--- src/rtl/i2s_pkg.sv ---
// Shared types and widths for the I2S DSP-mode frame controller.
// Latency: n/a (declarations only).
// Backpressure: n/a.
package i2s_pkg;

  localparam int BIT_W   = 5;
  localparam int WORD_W  = 4;
  localparam int FRAME_W = 16;

  typedef enum logic [1:0] {
    ST_IDLE = 2'd0,
    ST_ARM  = 2'd1,
    ST_RUN  = 2'd2,
    ST_STOP = 2'd3
  } state_e;

  // RUN and STOP both clock bits out; only IDLE/ARM are quiet.
  function automatic logic is_busy(state_e s);
    return (s == ST_RUN) || (s == ST_STOP);
  endfunction

endpackage

--- src/rtl/i2s_wrap_counter.sv ---
// Modulo counter 0..max with a wrap strobe, used for both bit and word indices.
// Latency: cnt updates one cycle after en; wrap is combinational from cnt/max/en.
// Backpressure: none; clr dominates en.
module i2s_wrap_counter #(
  parameter int WIDTH = 5
) (
  input  logic             clk,
  input  logic             rst,
  input  logic             clr,
  input  logic             en,
  input  logic [WIDTH-1:0] max,
  output logic [WIDTH-1:0] cnt,
  output logic             wrap
);

  assign wrap = en && (cnt == max);

  // Count up while enabled, return to zero after reaching max.
  always_ff @(posedge clk or posedge rst) begin
    if (rst) begin
      cnt <= '0;
    end else if (clr) begin
      cnt <= '0;
    end else if (en) begin
      cnt <= wrap ? '0 : cnt + 1'b1;
    end
  end

endmodule

--- src/rtl/i2s_tx_dsp_frame_ctrl.sv ---
// Frame/word/bit sequencer for a DSP-mode I2S transmit channel, with underrun flag.
// Latency: all outputs registered; ws/word_start/counters describe the current bit cycle, err_o lags underrun by one.
// Backpressure: none; FIFO handshake is only monitored, frames never stall and are never truncated.
module i2s_tx_dsp_frame_ctrl
  import i2s_pkg::*;
(
  input  logic               sck_i,
  input  logic               rst_i,
  input  logic               cfg_en_i,
  input  logic [BIT_W-1:0]   cfg_num_bits_i,
  input  logic [WORD_W-1:0]  cfg_num_word_i,
  input  logic               cfg_err_clr_i,
  input  logic               ready_to_send_i,
  input  logic               fifo_data_valid_i,
  input  logic               fifo_data_ready_i,
  output logic               ws_o,
  output logic               word_start_o,
  output logic [BIT_W-1:0]   bit_cnt_o,
  output logic [WORD_W-1:0]  word_cnt_o,
  output logic               busy_o,
  output logic [FRAME_W-1:0] frame_cnt_o,
  output logic               err_o
);

  state_e              state_q, state_d;
  logic [BIT_W-1:0]    nb_q;
  logic [WORD_W-1:0]   nw_q;
  logic                run_busy;
  logic                busy_d;
  logic                start;
  logic                bit_wrap;
  logic                frame_end;

  assign run_busy = is_busy(state_q);
  assign busy_d   = is_busy(state_d);
  assign start    = (state_q == ST_ARM) && cfg_en_i && ready_to_send_i;

  i2s_wrap_counter #(.WIDTH(BIT_W)) u_bit_cnt (
    .clk  (sck_i),
    .rst  (rst_i),
    .clr  (!run_busy),
    .en   (run_busy),
    .max  (nb_q),
    .cnt  (bit_cnt_o),
    .wrap (bit_wrap)
  );

  i2s_wrap_counter #(.WIDTH(WORD_W)) u_word_cnt (
    .clk  (sck_i),
    .rst  (rst_i),
    .clr  (!run_busy),
    .en   (bit_wrap),
    .max  (nw_q),
    .cnt  (word_cnt_o),
    .wrap (frame_end)
  );

  // State register.
  always_ff @(posedge sck_i or posedge rst_i) begin
    if (rst_i) state_q <= ST_IDLE;
    else       state_q <= state_d;
  end

  // Next state: STOP drains the current frame; a frame end in STOP always ends in IDLE.
  always_comb begin
    state_d = state_q;
    case (state_q)
      ST_IDLE: if (cfg_en_i) state_d = ST_ARM;
      ST_ARM: begin
        if (!cfg_en_i)            state_d = ST_IDLE;
        else if (ready_to_send_i) state_d = ST_RUN;
      end
      ST_RUN:  if (!cfg_en_i) state_d = ST_STOP;
      ST_STOP: begin
        if (frame_end)     state_d = ST_IDLE;
        else if (cfg_en_i) state_d = ST_RUN;
      end
      default: state_d = ST_IDLE;
    endcase
  end

  // Frame geometry is sampled only at frame boundaries so a running frame keeps its shape.
  always_ff @(posedge sck_i or posedge rst_i) begin
    if (rst_i) begin
      nb_q <= '0;
      nw_q <= '0;
    end else if (start || frame_end) begin
      nb_q <= cfg_num_bits_i;
      nw_q <= cfg_num_word_i;
    end
  end

  // Strobes are precomputed from next-cycle position so they stay flop outputs.
  always_ff @(posedge sck_i or posedge rst_i) begin
    if (rst_i) begin
      ws_o         <= 1'b0;
      word_start_o <= 1'b0;
      busy_o       <= 1'b0;
    end else begin
      ws_o         <= (state_d == ST_RUN) && (start || frame_end);
      word_start_o <= busy_d && (start || bit_wrap);
      busy_o       <= busy_d;
    end
  end

  // Completed-frame counter, free-running modulo 2^16.
  always_ff @(posedge sck_i or posedge rst_i) begin
    if (rst_i)          frame_cnt_o <= '0;
    else if (frame_end) frame_cnt_o <= frame_cnt_o + 16'd1;
  end

  // Sticky underrun flag; a new underrun wins over a simultaneous clear.
  always_ff @(posedge sck_i or posedge rst_i) begin
    if (rst_i)                                                  err_o <= 1'b0;
    else if (busy_o && fifo_data_ready_i && !fifo_data_valid_i) err_o <= 1'b1;
    else if (cfg_err_clr_i)                                     err_o <= 1'b0;
  end

endmodule

--- config.mk ---
export PLATFORM = sky130hd
export DESIGN_NAME = i2s_tx_dsp_frame_ctrl
export DESIGN_NICKNAME = d
export VERILOG_FILES = /design/src/rtl/i2s_pkg.sv /design/src/rtl/i2s_wrap_counter.sv /design/src/rtl/i2s_tx_dsp_frame_ctrl.sv
export SDC_FILE = /design/constraint.sdc
export NUM_CORES = 1
export LEC_CHECK = 0
export CORE_MARGIN = 2
export CORE_UTILIZATION = 40
export DETAILED_ROUTE_END_ITERATION = 12
export PLACE_DENSITY = 0.64
export RECOVER_POWER = 25
export REMOVE_ABC_BUFFERS = 1
export SYNTH_ARGS = -nofsm -noshare
export SYNTH_HDL_FRONTEND = slang
export SYNTH_SLANG_ARGS = --single-unit
export TNS_END_PERCENT = 1
--- constraint.sdc ---
create_clock -name sck_i -period 2.75 [get_ports sck_i]
set_input_delay 0.55 -clock sck_i [delete_from_list [all_inputs] [get_ports sck_i]]
set_output_delay 0.55 -clock sck_i [all_outputs]
set_load 0.03 [all_outputs]
==> key figures, run 1 <==
Run status
  • Outcome: complete, no violations

GRT
  • Number of global-route vias before repair: 1,388
  • Grt total ovfl: 0
  • Global-route wire length before repair: 6423 um
  • Overall fraction of global-route tracks in use: 0.1596
  • Largest net degree at the start of global routing: 41
  • Antenna violations before repair: 0

Timing
  • Max Clock Freq: 490.8 MHz
  • Hold Vio Cnt, Final: 0
  • Total negative slack: 0 ns
  • Post-layout minimum cycle time: 2.037 ns
  • Slew Viols, Final: 0
  • Worst slew margin relative to its limit: 0.3462
  • Setup repair after global routing missed its margin: false
  • Actual slew at the worst max-slew pin: 0.9808 ns
  • Final period utilization: 0.7409
  • Final setup violation count: 0
  • Worst clock skew on the final layout: 0.01313 ns

Routing
  • Post-DR vias/cell: 5.305
  • Iteration-0 DRC Markers: 109
  • Number of nets still failing antenna checks after routing: 0
  • Detailed-route wire length: 3724 um
  • Count of unresolved DRC violations after routing: 0
  • Total iterations of the first detailed-routing run: 4
  • Average wire length per cell after detail routing: 14.55 um
  • Vias after detailed routing: 1,358

Finish
  • Area of the multi-input gates: 778.2 um2
  • Fill cell count: 363
  • Area Growth Syn to Fin: 31.25%
  • Sequential cell area: 1001 um2
  • Number of non-filler instances in the completed layout: 256
  • # diodes: 0
  • Fraction of layout instances using a drive strength above 1: 0.1127
  • Net count reported at finish: 223

Synth
  • Post-synth EDFFs: 0
  • Cells after Synth: 155
  • Register area share after synthesis: 0.5506
  • Post-synth top area cell: dfrtp_1
  • Number of flip-flops and latches in the synthesized netlist: 40
  • Post-synth design cell area: 1818 um2
  • Mean Syn Cell Area: 11.73 um2
  • Proportion of synthesized area in mux cells: 0.06194
  • Synth Area in Compound Gates: 0.04198
  • Share of synthesized cell area in and, or, nand and nor gates: 0.1734
  • Number of distinct library cells after synthesis: 31
  • Top-area cell type share of the netlist area: 0.5506
  • Flip-flop cell with the highest count after synthesis: dfrtp_1
  • Top cells by instance count after synthesis: dfrtp_1, xnor2_1, xor2_1
  • Combinational family with the most area after synthesis: simple AND/OR/NAND/NOR gates
  • Most frequent cell after synthesis: dfrtp_1
  • Synthesized-area fraction occupied by adder cells: 0.02065
  • Asr flop ratio synth: 1.000
  • Total number of yosys warnings: 0
  • Main area contributors after synthesis: dfrtp_1, xnor2_1, xor2_1
  • Xor/xnor cell area share of the yosys netlist: 0.1301

Die
  • # rows: 24
  • Die Y: 71.42 um
  • Core Box Area: 4354 um2
  • I/O pins: 45
  • DIE AREA: 5100 um2
  • Width of the chip: 71.42 um
  • Initial core utilization: 0.4175

Power
  • Leakage power total: 1.032 nW
  • Comb pwr share: 0.410
  • Net switching power: 855.7 uW
  • Sequential fraction of design power: 0.423
  • Final Power: 2.174 mW
  • Clock share of power: 0.168
  • Internal Dissipation: 1.318 mW
  • Worst IR drop on VDD: 704.7 uV
  • Switching portion of total power: 0.3937
  • Ratio of total power to cell area: 911.0 nW/um2

Worst setup path
  • Critical path data arrival time: 2.21 ns
  • Register-to-Register Setup Slack: 0.71 ns
  • Sort of element at the start of the critical path: flip-flop
  • Worst-path fanout max: 9
  • Launch point of the worst reg-to-reg path: u_word_cnt.cnt[1]$_DFFE_PP0P_
  • Required time of the worst setup path: 2.92 ns
  • Kind of end point of the critical path: flip-flop
  • Count of cells along the worst register-to-register path: 5
  • Launch point of the critical path: u_word_cnt.cnt[1]$_DFFE_PP0P_
  • Worst Setup Path Type: flip-flop to flip-flop

CTS
  • Number of hold buffers added after CTS: 0
  • Count of H-tree levels built during CTS: 2
  • Sinks on Clock Net: 40
  • Clock slew seen by the registers of the worst setup and hold paths: 0.07 ns
  • Post-CTS setup buffers: 0
  • Clock Latency Late Sink: 0.29 ns
  • Max Buffers Root-to-Sink: 2
  • Clock tree from TritonCTS: built
  • Number of gates resized after cts: 0
  • TritonCTS buffer count: 5
  • Clock root cell: clkbuf_8

Place
  • HPWL after detailed placement: 2706 um
  • # port buffers: 44
  • Number of placed instances, taps included: 249
  • Last weighted congestion value of the routability-driven placer: 0.8048

Min path
  • Hold Crit Depth: 1
  • Worst min-delay path startpoint: frame_cnt_o[15]$_DFFE_PP0P_
  • Worst min-delay path class: flip-flop to flip-flop

Flow run
  • Maximum capacitance violations: 0
cell type report:
type	instances	area share
Clock buffer	6	0.03041
Clock inverter	1	0.002098
Inverter	5	0.007866
Multi-Input combinational cell	107	0.3262
Sequential cell	40	0.4195
Tap cell	52	0.02727
Timing Repair Buffer	45	0.1867
state kept, by name, summed over array words and instances (netlist names):
name            flops
state_q             2
word_start_o        1
frame_cnt_o        16
nb_q                5
u_word_cnt.cnt      4
ws_o                1
err_o               1
nw_q                4
u_bit_cnt.cnt       5
busy_o              1
path summary, 6_finish.rpt:
check	endpoint
hold reg to reg	frame_cnt_o[15]$_DFFE_PP0P_
max in group asynchronous	nb_q[0]$_DFFE_PP0P_
min in group asynchronous	frame_cnt_o[10]$_DFFE_PP0P_
setup reg to reg	nw_q[3]$_DFFE_PP0P_
setup / recovery	nw_q[3]$_DFFE_PP0P_
hold / removal	frame_cnt_o[15]$_DFFE_PP0P_
worst max-delay path: stages, from the launching register on:
cell	delay, ns
dfrtp_1	0.46
xor2_1	0.22
nor4_4	0.40
nand3_2	0.22
nand2_2	0.26
mux2_2	0.36
routing by layer:
metal,share of wire,vias up,wire [um],global-route usage
met5,0,-,0,0
met4,0.012,0,45,0.05660
met3,0.051,5,189,0.04079
met2,0.50,40,1856,0.2778
met1,0.44,674,1631,0.1915
li1,-,639,-,-
layout by cell type, fill, tap and decap left out, types with 2 or more instances in the layout:
master / netlist / routed
clkdlybuf4s50_1: 0 / 42
dfrtp_1: 40 / 40
xnor2_1: 14 / 14
xor2_1: 13 / 13
nand2_1: 11 / 11
nor2_1: 11 / 11
nand4_1: 11 / 11
mux2_2: 9 / 9
nand3_1: 7 / 7
inv_1: 5 / 5
and3_1: 5 / 5
clkbuf_8: 0 / 5
a31oi_1: 3 / 3
o21ai_0: 3 / 3
ha_1: 3 / 3
nor3_1: 2 / 2
a21oi_1: 2 / 2
dlygate4sd3_1: 0 / 2
metrics by stage:
| stage | util | area (um2) | worst slack, ns | hold WS (ns) |
|---|---|---|---|---|
| after floorplan | - | 1798 | 0.8304 | 0.4785 |
| after global placement | 0.5307 | 2311 | 0.7676 | 0.4585 |
| after detailed placement | 0.5307 | 2311 | 0.7131 | 0.4683 |
| after CTS | 0.5486 | 2389 | 0.6980 | 0.4830 |
| after global routing | 0.5480 | 2386 | 0.5819 | 0.5065 |
| final | 0.5480 | 2386 | 0.7126 | 0.4820 |
cell families (layout without fill, tap and decap cells):
| kind of cell | after synthesis | count (layout) |
|---|---|---|
| and+or+nand+nor | 55 | 55 |
| DFF | 40 | 40 |
| xor gates and xnor gates | 27 | 27 |
| AOI/OAI and AO/OA | 12 | 12 |
| muxes | 10 | 10 |
| buffers and inverters | 8 | 57 |
| adders and majority gates | 3 | 3 |
power by group through the flow:
| stage | sequential (mW) | clock (mW) | combinational (mW) |
|---|---|---|---|
| after floorplan | 1.05 | 0 | 0.475 |
| after global placement | 0.922 | 0 | 0.877 |
| after detailed placement | 0.930 | 0 | 0.899 |
| after CTS | 0.920 | 0.373 | 0.903 |
| after global routing | 0.946 | 0.403 | 0.976 |
| final | 0.919 | 0.364 | 0.890 |
No activity file was read; power rests on OpenSTA's default activity.
==> run 2: changes to the inputs <==
PLACE_DENSITY = 0.67   (was 0.64)
clock period = 1.65 ns   (was 2.75 ns; I/O delays follow)
==> run 2 against run 1 <==
Against the previous run:
- the run now ends with negative setup slack left
- final cell count rose by 9.0%
- register-to-register slack worse by 0.83 ns
- hold slack got worse by 0.010 ns
- sequential power grew 57%
==> key figures, run 2 (synthesis gave the netlist of run 1 again) <==
Run status
  • Outcome: complete, but fails checks
  • Violated checks: negative setup slack

Min path
  • Worst min-delay path class: flip-flop to flip-flop

Die
  • I/O pins: 45 (unchanged)
  • # rows: 24 (unchanged)
  • Die Y: 71.42 um (unchanged)
  • DIE AREA: 5100 um2 (unchanged)
  • Width of the chip: 71.42 um (unchanged)
  • Core Box Area: 4354 um2 (unchanged)
  • Initial core utilization: 0.4175 (unchanged)

Power
  • Sequential fraction of design power: 0.357 (-0.066)
  • Worst IR drop on VDD: 940.1 uV (+33%)
  • Switching portion of total power: 0.3736 (-0.02008)
  • Leakage power total: 1.299 nW (+26%)
  • Clock share of power: 0.192 (+0.024)
  • Comb pwr share: 0.451 (+0.041)
  • Final Power: 4.036 mW (+86%)
  • Net switching power: 1.508 mW (+76%)
  • Ratio of total power to cell area: 1563 nW/um2 (+72%)
  • Internal Dissipation: 2.528 mW (+92%)

GRT
  • Largest net degree at the start of global routing: 41 (unchanged)
  • Global-route wire length before repair: 6796 um (+5.8%)
  • Overall fraction of global-route tracks in use: 0.1689 (+0.009324)
  • Grt total ovfl: 0 (unchanged)
  • Antenna violations before repair: 0 (unchanged)
  • Number of global-route vias before repair: 1,479 (+6.6%)

Finish
  • Max reg flops: 16 (unchanged)
  • Net count reported at finish: 245 (+9.9%)
  • Fraction of layout instances using a drive strength above 1: 0.2203 (+0.1075)
  • Fill cell count: 377 (+3.9%)
  • Area Growth Syn to Fin: 42.05%
  • Most common library cell in the layout ignoring fill and taps: dfrtp_1
  • Number of non-filler instances in the completed layout: 279 (+9.0%)
  • # diodes: 0 (unchanged)
  • Most used cells in the layout excluding fill and tap cells: dfrtp_1, dlygate4sd2_1, buf_4
  • Cell area after layout: 2582 um2 (+8.2%)
  • Largest register by flop count: frame_cnt_o
  • Utilization of the core after routing: 0.5931 (+0.04511)
  • Registers with the most flip-flops: frame_cnt_o x16, nb_q x5, u_bit_cnt.cnt x5

CTS
  • Clock slew seen by the registers of the worst setup and hold paths: 0.07 ns (about the same)
  • TritonCTS buffer count: 5 (unchanged)
  • Clock Latency Late Sink: 0.29 ns (about the same)
  • Clock root cell: clkbuf_8
  • Max Buffers Root-to-Sink: 2 (unchanged)
  • Number of hold buffers added after CTS: 0 (unchanged)
  • Count of H-tree levels built during CTS: 2 (unchanged)
  • Clock tree from TritonCTS: built
  • Sinks on Clock Net: 40 (unchanged)

Worst setup path
  • Required time of the worst setup path: 1.83 ns (-1.09 ns)
  • Kind of end point of the critical path: flip-flop
  • Sort of element at the start of the critical path: flip-flop
  • Worst Setup Path Type: flip-flop to flip-flop
  • Worst-path fanout max: 6 (-3)
  • Critical path data arrival time: 1.95 ns (-0.26 ns)

Timing
  • Worst hold slack: 0.4717 ns (-0.01024 ns)
  • Total negative slack: -1.819 ns (-1.819 ns)
  • Worst clock skew on the final layout: 0.01343 ns (+0.0003073 ns)
  • Final setup violation count: 26 (+26)
  • Setup repair after global routing missed its margin: true
  • Hold Vio Cnt, Final: 0 (unchanged)
  • Slew Viols, Final: 0 (unchanged)
  • Actual slew at the worst max-slew pin: 0.9894 ns (+0.008585 ns)
  • Fin worst setup slack: -0.1204 ns (-0.8330 ns)
  • Worst slew margin relative to its limit: 0.3404 (-0.005723)
  • Max Clock Freq: 564.8 MHz (+15%)
  • Final period utilization: 1.073 (+0.3321)
  • Post-layout minimum cycle time: 1.770 ns (-0.2670 ns)

Place
  • HPWL after detailed placement: 2876 um (+6.3%)
  • Instance area after placement: 2474 um2 (+7.0%)
  • Number of placed instances, taps included: 269 (+8.0%)
  • Last weighted congestion value of the routability-driven placer: 0.8000 (-0.60%)
  • # port buffers: 44 (unchanged)
  • Pre-CTS WS: -0.1474 ns (-0.8605 ns)

Routing
  • Post-DR vias/cell: 5.093 (-4.0%)
  • Iteration-0 DRC Markers: 47 (-57%)
  • Vias after detailed routing: 1,421 (+4.6%)
  • Count of unresolved DRC violations after routing: 0 (unchanged)
  • Number of nets still failing antenna checks after routing: 0 (unchanged)
  • Average wire length per cell after detail routing: 13.67 um (-6.0%)
  • Total iterations of the first detailed-routing run: 4 (unchanged)
  • Detailed-route wire length: 3815 um (+2.4%)

Flow run
  • Maximum capacitance violations: 0 (unchanged)
-- run 2: power by group through the flow --
| stage | Clock [mW] | Sequential (mW) | Combinational, mW |
|---|---|---|---|
| 2_1_floorplan | 0 | 1.75 | 0.792 |
| 3_3_place_gp | 0 | 1.45 | 1.85 |
| 3_5_place_dp | 0 | 1.46 | 1.89 |
| 4_1_cts | 0.809 | 1.44 | 1.82 |
| 5_1_grt | 0.851 | 1.48 | 2.00 |
| 6_report | 0.776 | 1.44 | 1.82 |
-- run 2: cell type report --
type	instances	area (um2)	share of cell area
timing repair buffer	67	581.8	0.2253
sequential	40	1001	0.3876
inverter	5	18.77	0.007267
clock buffer	6	72.57	0.02810
tap	52	65.06	0.02519
clock inverter	2	35.03	0.01357
multi-input combinational	107	808.3	0.3130
-- run 2: worst max-delay path, stage by stage, from the launching register on --
cell and delay (ns):
dfrtp_1 0.41, xor2_2 0.20, nor4_4 0.36, buf_4 0.17, and3b_2 0.24, a22o_2 0.27
-- run 2: path summary, 6_finish.rpt --
check	from	endpoint	slack [ns]	cells after the start
max	nw_q[3]$_DFFE_PP0P_	u_word_cnt.cnt[1]$_DFFE_PP0P_	-0.12	5
min	frame_cnt_o[15]$_DFFE_PP0P_	frame_cnt_o[15]$_DFFE_PP0P_	0.47	1
max reg2reg	nw_q[3]$_DFFE_PP0P_	u_word_cnt.cnt[1]$_DFFE_PP0P_	-0.12	5
min reg2reg	frame_cnt_o[15]$_DFFE_PP0P_	frame_cnt_o[15]$_DFFE_PP0P_	0.47	1
max in group asynchronous	rst_i	nb_q[3]$_DFFE_PP0P_	0.24	3
min in group asynchronous	rst_i	u_word_cnt.cnt[3]$_DFFE_PP0P_	0.79	3
-- run 2: repair_timing --
item,CTS,global route
setup buffers,0,2
pin swaps,6,6
gates resized for setup,30,5
endpoints found under the setup margin,55,33
-- run 2: routing by layer --
layer | up-vias | wire [um] | global-route usage
met5 | - | 0 | 0
met4 | 0 | 49 | 0.05660
met3 | 8 | 205 | 0.04782
met2 | 39 | 1900 | 0.2819
met1 | 696 | 1659 | 0.2115
li1 | 678 | - | -
==> run 3: changes to the inputs <==
CORE_MARGIN = default   (was 2)
HOLD_SLACK_MARGIN = 0.15   (was default)
==> run 3 against run 2 <==
Against the previous run:
- the run still ends with negative setup slack left
- critical path type unchanged
- sequential share of layout area increased by 0.38 points
- global-route usage increased by 1.1 points
- via count decreased by 0.49%
==> key figures, run 3 (synthesis gave the netlist of run 1 again) <==
Run status
  • Outcome: complete, but fails checks
  • Violated checks: negative setup slack

Worst setup path
  • Launch point of the worst reg-to-reg path: u_word_cnt.cnt[1]$_DFFE_PP0P_
  • Required time of the worst setup path: 1.83 ns (about the same)
  • Library cell contributing the largest single delay on the critical path: dfrtp_1
  • Kind of end point of the critical path: flip-flop
  • Worst-path fanout max: 6 (unchanged)
  • Delay of the slowest cell on the worst path: 0.39 ns (-0.02 ns)
  • Critical path data arrival time: 1.91 ns (-0.04 ns)
  • Worst Setup Path Type: flip-flop to flip-flop
  • Sort of element at the start of the critical path: flip-flop
  • Launch point of the critical path: u_word_cnt.cnt[1]$_DFFE_PP0P_
  • CP Cell Sequence: xor2_1 -> nor4_4 -> buf_4 -> and3b_2 -> mux2_2

Power
  • Comb pwr share: 0.448 (-0.003)
  • Internal Dissipation: 2.513 mW (-0.59%)
  • Ratio of total power to cell area: 1574 nW/um2 (+0.73%)
  • Clock share of power: 0.194 (+0.002)
  • Worst IR drop on VDD: 924.4 uV (-1.7%)
  • Sequential fraction of design power: 0.358 (about the same)
  • Switching portion of total power: 0.3758 (+0.002181)
  • Leakage power total: 1.279 nW (-1.5%)
  • Net switching power: 1.513 mW (+0.33%)

GRT
  • Global-route wire length before repair: 6810 um (+0.21%)
  • Number of global-route vias before repair: 1,475 (-0.27%)
  • Grt total ovfl: 0 (unchanged)
  • Antenna violations before repair: 0 (unchanged)
  • Overall fraction of global-route tracks in use: 0.1796 (+0.01066)
  • Largest net degree at the start of global routing: 41 (unchanged)

Place
  • HPWL after detailed placement: 2907 um (+1.1%)
  • Number of placed instances, taps included: 269 (unchanged)
  • # port buffers: 44 (unchanged)
  • Last weighted congestion value of the routability-driven placer: 0.7997 (about the same)

Die
  • Width of the chip: 69.42 um (-2.8%)
  • Initial core utilization: 0.4175 (unchanged)
  • DIE AREA: 4818 um2 (-5.5%)
  • I/O pins: 45 (unchanged)
  • Core Box Area: 4354 um2 (unchanged)
  • # rows: 24 (unchanged)
  • Die Y: 69.42 um (-2.8%)

Finish
  • Number of non-filler instances in the completed layout: 277 (-0.72%)
  • Largest register by flop count: frame_cnt_o
  • # diodes: 0 (unchanged)
  • Most used cells in the layout excluding fill and tap cells: dfrtp_1, dlygate4sd2_1, buf_4
  • Fill cell count: 359 (-4.8%)
  • Area Growth Syn to Fin: 40.67%
  • Net count reported at finish: 243 (-0.82%)
  • Most common library cell in the layout ignoring fill and taps: dfrtp_1
  • Fraction of layout instances using a drive strength above 1: 0.2044 (-0.01582)
  • Registers with the most flip-flops: frame_cnt_o x16, nb_q x5, u_bit_cnt.cnt x5
  • Max reg flops: 16 (unchanged)

Timing
  • Slew Viols, Final: 0 (unchanged)
  • Total negative slack: -1.026 ns (+0.7925 ns)
  • Worst clock skew on the final layout: 0.009557 ns (-0.003878 ns)
  • Max Clock Freq: 575.9 MHz (+2.0%)
  • Final period utilization: 1.052 (-0.02058)
  • Worst slew margin relative to its limit: 0.3395 (-0.0009170)
  • Setup repair after global routing missed its margin: true
  • Final setup violation count: 22 (-15%)
  • Worst hold slack: 0.4729 ns (+0.001203 ns)
  • Fin worst setup slack: -0.08643 ns (+0.03395 ns)
  • Actual slew at the worst max-slew pin: 0.9907 ns (+0.001376 ns)
  • Post-layout minimum cycle time: 1.736 ns (-0.03395 ns)
  • Hold Vio Cnt, Final: 0 (unchanged)

Min path
  • Worst min-delay path class: flip-flop to flip-flop
  • Worst min-delay path startpoint: frame_cnt_o[15]$_DFFE_PP0P_

CTS
  • Clock Latency Late Sink: 0.29 ns (about the same)
  • Clock slew seen by the registers of the worst setup and hold paths: 0.07 ns (about the same)
  • TritonCTS buffer count: 5 (unchanged)
  • Clock root cell: clkbuf_8
  • Clock tree from TritonCTS: built
  • Max Buffers Root-to-Sink: 2 (unchanged)
  • Sinks on Clock Net: 40 (unchanged)
  • Number of hold buffers added after CTS: 0 (unchanged)
  • Count of H-tree levels built during CTS: 2 (unchanged)

Routing
  • Iteration-0 DRC Markers: 67 (+43%)
  • Total iterations of the first detailed-routing run: 4 (unchanged)
  • Detailed-route wire length: 3851 um (+0.94%)
  • Vias after detailed routing: 1,414 (-0.49%)
  • Count of unresolved DRC violations after routing: 0 (unchanged)
  • Post-DR vias/cell: 5.105 (+0.23%)
  • Average wire length per cell after detail routing: 13.90 um (+1.7%)
  • Number of nets still failing antenna checks after routing: 0 (unchanged)

Flow run
  • Maximum capacitance violations: 0 (unchanged)
[run 3: path summary, 6_finish.rpt]
| path | depth (start not counted) | to | slack (ns) |
|---|---|---|---|
| max | 5 | u_word_cnt.cnt[0]$_DFFE_PP0P_ | -0.09 |
| min | 1 | frame_cnt_o[15]$_DFFE_PP0P_ | 0.47 |
| max reg2reg | 5 | u_word_cnt.cnt[0]$_DFFE_PP0P_ | -0.09 |
| min reg2reg | 1 | frame_cnt_o[15]$_DFFE_PP0P_ | 0.47 |
| max in group asynchronous | 3 | state_q[0]$_DFF_PP0_ | 0.25 |
| min in group asynchronous | 3 | frame_cnt_o[15]$_DFFE_PP0P_ | 0.79 |
[run 3: worst max-delay path: cells and delay by family (launching register included)]
kind	cells	cell delay [ns]
buffers and inverters	1	0.17
multiplexers	1	0.28
XOR/XNOR	1	0.19
flip-flops	1	0.39
AND/OR/NAND/NOR	2	0.59
[run 3: cell type report]
class	instances	area [um2]	area share
sequential	40	1001	0.3914
multi-input combinational	107	802.0	0.3136
timing repair buffer	65	563.0	0.2202
clock buffer	6	72.57	0.02838
tap	52	65.06	0.02544
clock inverter	2	35.03	0.01370
inverter	5	18.77	0.007339
[run 3: metrics by stage]
stage	utilization	setup WS [ns]	instance area, um2	total power, mW
after detailed placement	0.5681	-0.1508	2474	3.357
after floorplan	-	-0.2696	1798	2.541
after global placement	0.5681	-0.1130	2474	3.292
after global routing	0.5874	-0.1752	2557	4.299
final	0.5874	-0.08643	2557	4.026
after CTS	0.5882	-0.09370	2561	4.068
[run 3: routing by layer]
metal / routed length (um) / GRT usage / up-vias
met5: 0 / 0 / -
met4: 69 / 0.07710 / 0
met3: 181 / 0.04506 / 9
met2: 1904 / 0.3010 / 40
met1: 1695 / 0.2191 / 688
li1: - / - / 677
[run 3: power groups by stage]
stage,clock network [mW],registers (mW),logic (mW)
finish,0.782,1.44,1.80
floorplan,0,1.75,0.792
global placement,0,1.45,1.84
CTS,0.804,1.45,1.82
global route,0.851,1.48,1.97
detailed placement,0,1.46,1.89
[run 3: timing repair]
item,4_1_cts,5_1_grt
pin swaps,7,4
endpoints found under the hold margin,0,0
endpoints found under the setup margin,54,33
resized for setup,31,3
setup buffers,0,0
